`src/rtl/cpu_ctrl_ws.sv`:
```
// Multi-cycle controller for the 16-bit Simple RISC Machine: owns IR, PC and the
// data-address register, sequences the external datapath, and handles memory wait states.
module cpu_ctrl_ws #(
    parameter int unsigned       ADDR_W   = 9,
    parameter logic [ADDR_W-1:0] RESET_PC = '0,
    parameter int unsigned       MAX_WAIT = 15
) (
    input  logic              clk,
    input  logic              reset,
    input  logic [15:0]       mem_rdata,
    input  logic              mem_ready,
    input  logic [2:0]        flags,
    input  logic [ADDR_W-1:0] dp_out,
    output logic [ADDR_W-1:0] mem_addr,
    output logic [2:0]        mem_cmd,
    output logic [2:0]        readnum,
    output logic [2:0]        writenum,
    output logic [1:0]        vsel,
    output logic              loada,
    output logic              loadb,
    output logic              loadc,
    output logic              loads,
    output logic              asel,
    output logic              bsel,
    output logic              write,
    output logic [1:0]        alu_op,
    output logic [1:0]        shift,
    output logic [15:0]       sximm5,
    output logic [15:0]       sximm8,
    output logic [ADDR_W-1:0] pc_out,
    output logic              halted,
    output logic              err
);

    localparam logic [3:0] S_FETCH  = 4'd0;
    localparam logic [3:0] S_DECODE = 4'd1;
    localparam logic [3:0] S_WIMM   = 4'd2;
    localparam logic [3:0] S_GETA   = 4'd3;
    localparam logic [3:0] S_GETB   = 4'd4;
    localparam logic [3:0] S_EXEC   = 4'd5;
    localparam logic [3:0] S_WB     = 4'd6;
    localparam logic [3:0] S_LDADDR = 4'd7;
    localparam logic [3:0] S_MRD    = 4'd8;
    localparam logic [3:0] S_GETD   = 4'd9;
    localparam logic [3:0] S_SPASS  = 4'd10;
    localparam logic [3:0] S_MWR    = 4'd11;
    localparam logic [3:0] S_BRANCH = 4'd12;
    localparam logic [3:0] S_HALT   = 4'd13;
    localparam logic [3:0] S_ERR    = 4'd14;

    localparam logic [2:0] MNONE  = 3'b001;
    localparam logic [2:0] MREAD  = 3'b010;
    localparam logic [2:0] MWRITE = 3'b100;

    localparam int unsigned       WCW      = (MAX_WAIT > 0) ? $clog2(MAX_WAIT + 1) : 1;
    localparam logic [WCW-1:0]    WAIT_LIM = WCW'(MAX_WAIT);

    logic [3:0]        state_q, state_d;
    logic [ADDR_W-1:0] pc_q, pc_d;
    logic [15:0]       ir_q, ir_d;
    logic [ADDR_W-1:0] daddr_q, daddr_d;
    logic [WCW-1:0]    wait_q, wait_d;

    logic [2:0]        opcode;
    logic [1:0]        op;
    logic [2:0]        rn, rd, rm, cond;
    logic              fl_n, fl_v, fl_z;
    logic              taken;
    logic              mem_state;
    logic              timeout;
    logic [ADDR_W-1:0] br_off;

    assign opcode = ir_q[15:13];
    assign op     = ir_q[12:11];
    assign rn     = ir_q[10:8];
    assign rd     = ir_q[7:5];
    assign rm     = ir_q[2:0];
    assign cond   = ir_q[10:8];
    assign fl_n   = flags[2];
    assign fl_v   = flags[1];
    assign fl_z   = flags[0];

    assign sximm5 = {{11{ir_q[4]}}, ir_q[4:0]};
    assign sximm8 = {{8{ir_q[7]}}, ir_q[7:0]};
    assign br_off = ADDR_W'({{ADDR_W{ir_q[7]}}, ir_q[7:0]});
    assign alu_op = op;
    assign pc_out = pc_q;
    assign halted = (state_q == S_HALT);
    assign err    = (state_q == S_ERR);

    always_comb begin
        case (cond)
            3'b000:  taken = 1'b1;
            3'b001:  taken = fl_z;
            3'b010:  taken = !fl_z;
            3'b011:  taken = (fl_n != fl_v);
            3'b100:  taken = (fl_n != fl_v) || fl_z;
            default: taken = 1'b0;
        endcase
    end

    assign mem_state = (state_q == S_FETCH) || (state_q == S_MRD) || (state_q == S_MWR);
    // The limit check uses the registered count, so a ready on the limit cycle still completes.
    assign timeout   = (MAX_WAIT != 0) && mem_state && !mem_ready && (wait_q == WAIT_LIM);

    always_comb begin
        state_d = state_q;
        pc_d    = pc_q;
        ir_d    = ir_q;
        daddr_d = daddr_q;
        wait_d  = (mem_state && !mem_ready) ? wait_q + WCW'(1) : '0;
        case (state_q)
            S_FETCH: begin
                if (mem_ready) begin
                    ir_d    = mem_rdata;
                    pc_d    = pc_q + ADDR_W'(1);
                    state_d = S_DECODE;
                end else if (timeout) begin
                    state_d = S_ERR;
                end
            end
            S_DECODE: begin
                case (opcode)
                    3'b110: begin
                        if (op == 2'b10)      state_d = S_WIMM;
                        else if (op == 2'b00) state_d = S_GETA;
                        else                  state_d = S_FETCH;
                    end
                    3'b111:                   state_d = S_HALT;
                    3'b001:                   state_d = taken ? S_BRANCH : S_FETCH;
                    3'b011, 3'b100, 3'b101:   state_d = S_GETA;
                    default:                  state_d = S_FETCH;
                endcase
            end
            S_WIMM:   state_d = S_FETCH;
            S_GETA:   state_d = (opcode == 3'b011 || opcode == 3'b100) ? S_EXEC : S_GETB;
            S_GETB:   state_d = S_EXEC;
            S_EXEC: begin
                if (opcode == 3'b101 && op == 2'b01)         state_d = S_FETCH;
                else if (opcode == 3'b011 || opcode == 3'b100) state_d = S_LDADDR;
                else                                         state_d = S_WB;
            end
            S_WB:     state_d = S_FETCH;
            S_LDADDR: begin
                daddr_d = dp_out;
                state_d = (opcode == 3'b011) ? S_MRD : S_GETD;
            end
            S_MRD, S_MWR: begin
                if (mem_ready)    state_d = S_FETCH;
                else if (timeout) state_d = S_ERR;
            end
            S_GETD:   state_d = S_SPASS;
            S_SPASS:  state_d = S_MWR;
            S_BRANCH: begin
                pc_d    = pc_q + br_off;
                state_d = S_FETCH;
            end
            S_HALT, S_ERR: state_d = state_q;
            default:  state_d = S_FETCH;
        endcase
    end

    always_comb begin
        mem_cmd  = MNONE;
        mem_addr = daddr_q;
        readnum  = 3'b000;
        writenum = 3'b000;
        vsel     = 2'b00;
        loada    = 1'b0;
        loadb    = 1'b0;
        loadc    = 1'b0;
        loads    = 1'b0;
        asel     = 1'b0;
        bsel     = 1'b0;
        write    = 1'b0;
        shift    = 2'b00;
        case (state_q)
            S_FETCH: begin
                mem_cmd  = MREAD;
                mem_addr = pc_q;
            end
            S_WIMM: begin
                vsel     = 2'b10;
                writenum = rn;
                write    = 1'b1;
            end
            S_GETA: begin
                readnum = rn;
                loada   = 1'b1;
            end
            S_GETB: begin
                readnum = rm;
                loadb   = 1'b1;
            end
            S_EXEC: begin
                loadc = 1'b1;
                loads = (opcode == 3'b101);
                asel  = (opcode == 3'b110) && (op == 2'b00);
                bsel  = (opcode == 3'b011) || (opcode == 3'b100);
                if (opcode == 3'b101 || (opcode == 3'b110 && op == 2'b00))
                    shift = ir_q[4:3];
            end
            S_WB: begin
                writenum = rd;
                write    = 1'b1;
            end
            S_MRD: begin
                mem_cmd  = MREAD;
                vsel     = 2'b11;
                writenum = rd;
                write    = mem_ready;
            end
            S_GETD: begin
                readnum = rd;
                loadb   = 1'b1;
            end
            S_SPASS: begin
                asel  = 1'b1;
                loadc = 1'b1;
            end
            S_MWR:   mem_cmd = MWRITE;
            default: ;
        endcase
    end

    always_ff @(posedge clk) begin
        if (reset) begin
            state_q <= S_FETCH;
            pc_q    <= RESET_PC;
            ir_q    <= '0;
            daddr_q <= '0;
            wait_q  <= '0;
        end else begin
            state_q <= state_d;
            pc_q    <= pc_d;
            ir_q    <= ir_d;
            daddr_q <= daddr_d;
            wait_q  <= wait_d;
        end
    end

endmodule

```
`config.mk`:
```
export PLATFORM = sky130hd
export DESIGN_NAME = cpu_ctrl_ws
export DESIGN_NICKNAME = d
export VERILOG_FILES = /design/src/rtl/cpu_ctrl_ws.sv
export SDC_FILE = /design/constraint.sdc
export NUM_CORES = 1
export LEC_CHECK = 0
export CAP_MARGIN = 20
export CORE_MARGIN = 3
export CORE_UTILIZATION = 41
export CTS_BUF_LIST = sky130_fd_sc_hd__clkbuf_4 sky130_fd_sc_hd__clkbuf_8 sky130_fd_sc_hd__clkbuf_16
export CTS_CLUSTER_DIAMETER = 40
export CTS_CLUSTER_SIZE = 8
export DETAILED_ROUTE_END_ITERATION = 8
export GPL_TIMING_DRIVEN = 0
export PLACE_DENSITY = 0.82
export SLEW_MARGIN = 10
export SYNTH_ARGS = -nofsm -noshare
export SYNTH_HDL_FRONTEND = slang
export SYNTH_SLANG_ARGS = --single-unit
```
`constraint.sdc`:
```
create_clock -name clk -period 2.4 [get_ports clk]
set_clock_uncertainty 0.1 [all_clocks]
set_input_delay 0.36 -clock clk [delete_from_list [all_inputs] [get_ports clk]]
set_output_delay 0.36 -clock clk [all_outputs]
set_load 0.05 [all_outputs]
```
# Yosys cells after proc, flatten, opt, wreduce, memory -nomap -nowiden
# Index checks and enable logic that the tools add are counted.
[word_totals] ff_bits=42 out_inout_bits=74
[classes] reduce_logical=26 bitwise=1 add_sub_neg=3 n_eq_ne=29 n_mux=29
[op_table] operator="4-bit case mux with 10 select lines" count=1
[op_table] operator="4-bit equality test (second input constant)" count=8
[op_table] operator="9-bit two-way mux" count=2
[op_table] operator="9-bit case mux with 2 select lines" count=1
[op_table] operator="4-bit by 3-bit equality test with 1-bit output (second input constant)" count=4
[op_table] operator="4-bit two-way mux" count=4
[op_table] operator="4-bit case mux with 4 select lines" count=1
[op_table] operator="2-bit OR reduction" count=8
[op_table] operator="3-bit equality test (second input constant)" count=5
[op_table] operator="3-bit case mux with 2 select lines" count=2
[op_table] operator="9-bit by 1-bit adder with 9-bit output (second input constant)" count=1
[op_table] operator="9-bit adder" count=1
[op_table] operator="3-bit by 2-bit equality test with 1-bit output (second input constant)" count=3
[op_table] operator="3-bit case mux with 3 select lines" count=1
[op_table] operator="4-bit by 2-bit equality test with 1-bit output (second input constant)" count=2
[op_table] operator="1-bit two-way mux" count=8
[op_table] operator="2-bit two-way mux" count=4
[op_table] operator="3-bit by 1-bit equality test with 1-bit output (second input constant)" count=2
[op_table] operator="1-bit logical OR" count=5
[op_table] operator="1-bit case mux with 5 select lines" count=1
[op_table] operator="4-bit by 1-bit adder with 4-bit output (second input constant)" count=1
[op_table] operator="4-bit by 1-bit equality test with 1-bit output (second input constant)" count=1
[op_table] operator="1-bit logical AND" count=4
[op_table] operator="4-bit zero test" count=1
[op_table] operator="other kinds (14)" count=17

# Depth between registers and ports, before layout
[logic_depth] ltp_word=8 depth_mapped=11 mapped_depth_nobuf=10

# Least setup slack after synthesis
# OpenSTA, ideal clock, no wires.
[synth_path] path_kind="reg-to-output" start="register state_q[0]" end="output port readnum[0]" path_stages_with_launch=6 path_slack_ns=-0.191 arrival_time_ns=2.131 cell_sequence="dfxtp_1 -> clkbuf_1 -> nand2b_1 -> nor2_1 -> a22oi_1 -> nand2_1"
[synth_between] elab_chain_cells=2
[synth_lines] element="start: declaration" line="58" source="logic [3:0] state_q, state_d;"
[synth_lines] element="start signal: assignment" line="234" source="state_q <= state_d;"
[synth_lines] element="4-bit equality test (tied with other cells)" line="177" source="case (state_q)"
[synth_lines] element="3-bit case mux with 3 select lines (*)" line="177"
[synth_lines] element="end: declaration" line="16" source="output logic [2:0] readnum,"
# Every way passes the cells marked *; elsewhere a longest branch is shown, timed or not.

# Worst setup path in the final report
[layout_path] start="register state_q[0]" end="register pc_q[7], in the netlist pc_out[7]"
[layout_between] elab_chain_cells=3
[layout_lines] element="4-bit equality test or 4-bit zero test (tied branches)" line="112" source="case (state_q)"
[layout_lines] element="2-bit nonzero test (no line) or 2-bit != test (tied branches)"
[layout_lines] element="2-bit AND reduction (no line)"
[layout_lines] element="end signal: assignment" line="235" source="pc_q <= pc_d;"
[layout_lines] element="end: declaration" line="59" source="logic [ADDR_W-1:0] pc_q, pc_d;"
# Several ways; a longest one is shown, not always the timed one.
# A chain may end at the register's enable or synchronous reset.

==> run summary <==
failing checks - setup timing
total number of vias - 3397
Ant. Diodes - 0
clk_lat worst skew - 0.30 ns
sequential cell area fraction in the yosys report - 28.6%
synth warn - 0
H-Tree Depth - 2
reg2reg path depth - 9
Cell Area, Synth - 2940 µm²
vias in the first global route - 3216
DRT iter0 DRCs - 329
Max Fclk - 393 MHz
Sw Ratio - 37.8%
synthesis-to-finish area growth - 51.1%
clk root buf - clkbuf_8
Routed Wire Length - 9640 µm
Critical Path Start Type - flip-flop
DRC - 0
gr ovfl total - 0
Synthesized Nets - 450
Worst EP arrival - 2.66 ns
CTS Buf Count - 5
area leader, netlist - dfxtp_1
CP max FO - 5
fin. max-slew vios - 0
fin crit period - 2.54 ns
HPWL Detailed - 6690 µm
syn_area_per_cell - 7.19 µm²
cts hold-fix bufs - 0
GRT Total Usage - 21.8%
Gate power share - 37.3%
share of the synthesized area in the top cell type - 28.6%
Net Sw Power - 0.774 mW
Die X - 90.7 µm
Max-cap violations - 0
fin area - 4440 µm²
worst vdd ir - 0.355 mV
Buffers on Ports - 103
Pwr Density - 461 nW/µm²
Final Cycle Share - 106%
final setup TNS - -0.237 ns
# clock sinks - 42
dpl cell area - 4110 µm²
Wirelength per Cell - 15.4 µm
Synth Flop Type - dfxtp_1
Post-synth EDFFs - 0
status - finished, violations left
Hold Crit Class - reg2reg
Slew headroom - 53.3%
core area - 6870 µm²
clk buf depth - 2
vias per cell - 5.44
Std-Cell Rows - 30
FILL cells - 601
worst setup margin - -0.145 ns
die area - 8220 µm²
hold_ws - 0.357 ns
drt first pass iters - 5
CP required - 2.51 ns
Non-Filler Instances - 625
largest net degree at the start of global routing - 16
proportion of layout cells with a drive suffix above 1 - 25.9%
post-route ant nets - 0
CP endpoint kind - flip-flop
height of the die - 90.7 µm
Netlist cell types - 49
Pleak - 1.85 nW
first-pass GRT wire length - 15100 µm
total power - 2.05 mW
unrepaired setup endpoints after global routing - true
CP Class - reg2reg
cell-internal power - 1.27 mW
Yosys reg bits - 42
final hold violations - 0
initial antenna violation count - 0
Starting Density - 42.8%
hold depth - 2
Clock Power Share - 24.5%
Top Ports - 105
worst-margin pin slew - 0.698 ns
gpl congestion - 0.910
Cells after Synth - 409
synth top area cells - dfxtp_1 29%, nand2_1 10%, buf_4 8.9%
Reg power frac - 38.2%
CTS tree - yes
number of nets in the layout - 569
dpl cells - 608
post-layout util - 64.7%
register clock-pin slew on the reported worst setup and hold paths - 0.09 ns
Post-Place Setup Slack - -0.535 ns
setup violators final - 3
Post-synth ARST share - 0%
==> placed cells by master, fill, tap and decap left out, types with 3 or more instances in the layout <==
cell / instances
nand2_1: 78
clkdlybuf4s50_1: 72
buf_4: 50
a21oi_1: 39
dfxtp_1: 38
nor2_1: 35
buf_6: 13
o21ai_0: 13
inv_1: 12
nand3_1: 10
mux2_2: 9
a31oi_1: 9
clkbuf_1: 8
buf_2: 8
clkbuf_4: 7
ha_1: 6
clkbuf_8: 6
dlygate4sd2_1: 5
and2_1: 4
clkbuf_2: 4
nand2b_1: 4
xnor2_1: 4
nor4_1: 4
a21o_1: 4
nor3_1: 4
nand2b_4: 3
nor3_2: 3
a22oi_1: 3
nor2b_1: 3
nor4b_1: 3
o22ai_1: 3
o21bai_1: 3
nand4_1: 3
ha_4: 3
dfxtp_2: 3
==> registers in the layout, indices dropped and copies added, names as in the netlist <==
register and flops:
pc_out 9, state_q 4, wait_q 4, ir_q 16, daddr_q 9
==> cell families (layout without fill, tap and decap cells) <==
family | Yosys count | after routing | share of synthesized area (%)
adder cells (fa/ha/maj) | 10 | 10 | 4.51
flip-flops | 42 | 42 | 28.6
buffers and inverters | 70 | 190 | 13.8
AND/OR/NAND/NOR | 177 | 177 | 27.8
AO/OA/AOI/OAI | 93 | 93 | 19.2
multiplexers | 12 | 12 | 4.51
XOR/XNOR | 5 | 5 | 1.49
==> cell usage after synthesis (2+ instances only) <==
library cell / n
o31a_1: 2
nor2b_1: 5
nand4_1: 3
a211o_1: 2
nor3_1: 9
and3_1: 2
nor3b_1: 2
a211oi_1: 3
dfxtp_1: 42
mux2_2: 10
or4_1: 2
mux2i_1: 2
or2_2: 3
clkbuf_1: 16
buf_2: 3
nor4_1: 4
and4bb_2: 2
inv_1: 13
a31oi_1: 9
a21oi_1: 39
nand3_1: 10
and2_1: 5
o21ai_0: 14
xnor2_1: 4
a21o_1: 4
o21a_1: 2
ha_1: 9
o211ai_1: 2
o21bai_1: 3
nand2b_1: 8
o22ai_1: 3
nor4b_1: 3
a22oi_1: 3
buf_1: 2
buf_4: 35
nor2_1: 37
nand2_1: 80
==> worst max-delay path, stage by stage, from the launching register on <==
cell	delay, ns
dfxtp_4	0.35
and4bb_4	0.41
nand2b_4	0.07
ha_4	0.16
buf_4	0.13
a211oi_2	0.31
o21bai_1	0.14
a31oi_1	0.26
mux2_4	0.34
a2111oi_4	0.17
==> what timing repair did <==
item                                    4_1_cts  5_1_grt
endpoints found under the setup margin       35       42
pin swaps                                     5       12
gates cloned                                  1        0
resized for setup                           146       76
buffers inserted                              5        6
==> cell type report <==
type,instances,area [µm²],area share (%)
Multi-Input combinational cell,297,1880,42.3
Timing Repair Buffer,115,1070,24.1
Sequential cell,42,848,19.1
Buffer,54,382,8.59
Tap cell,96,120,2.70
Clock buffer,6,82.6,1.86
Inverter,13,48.8,1.10
Clock inverter,2,12.5,0.282
==> final timing paths <==
check / from / endpoint / slack (ns)
worst max-delay path: state_q[0]$_SDFFE_PP0N_ / pc_out[7]$_SDFFE_PP0P_ / -0.14
worst min-delay path: daddr_q[0]$_SDFFE_PP0P_ / daddr_q[0]$_SDFFE_PP0P_ / 0.36
worst max register to register: state_q[0]$_SDFFE_PP0N_ / pc_out[7]$_SDFFE_PP0P_ / -0.14
worst min register to register: daddr_q[0]$_SDFFE_PP0P_ / daddr_q[0]$_SDFFE_PP0P_ / 0.36
==> per-layer routing <==
metal | global-route usage (%) | vias to the layer above | routed length (µm)
met2 | 36.7 | 171 | 4730
li1 | - | 1617 | -
met1 | 27.6 | 1582 | 3970
met3 | 4.25 | 27 | 677
met4 | 8.04 | 0 | 256
met5 | 0 | - | 0
==> power by group through the flow <==
stage / combinational, mW / sequential [mW] / clock [mW]
6_report: 0.764 / 0.781 / 0.501
5_1_grt: 0.804 / 0.788 / 0.534
4_1_cts: 0.724 / 0.778 / 0.501
3_5_place_dp: 0.698 / 0.793 / 0
3_3_place_gp: 0.688 / 0.790 / 0
2_1_floorplan: 0.462 / 0.794 / 0
Note: power is estimated with default switching activity, not from simulation.
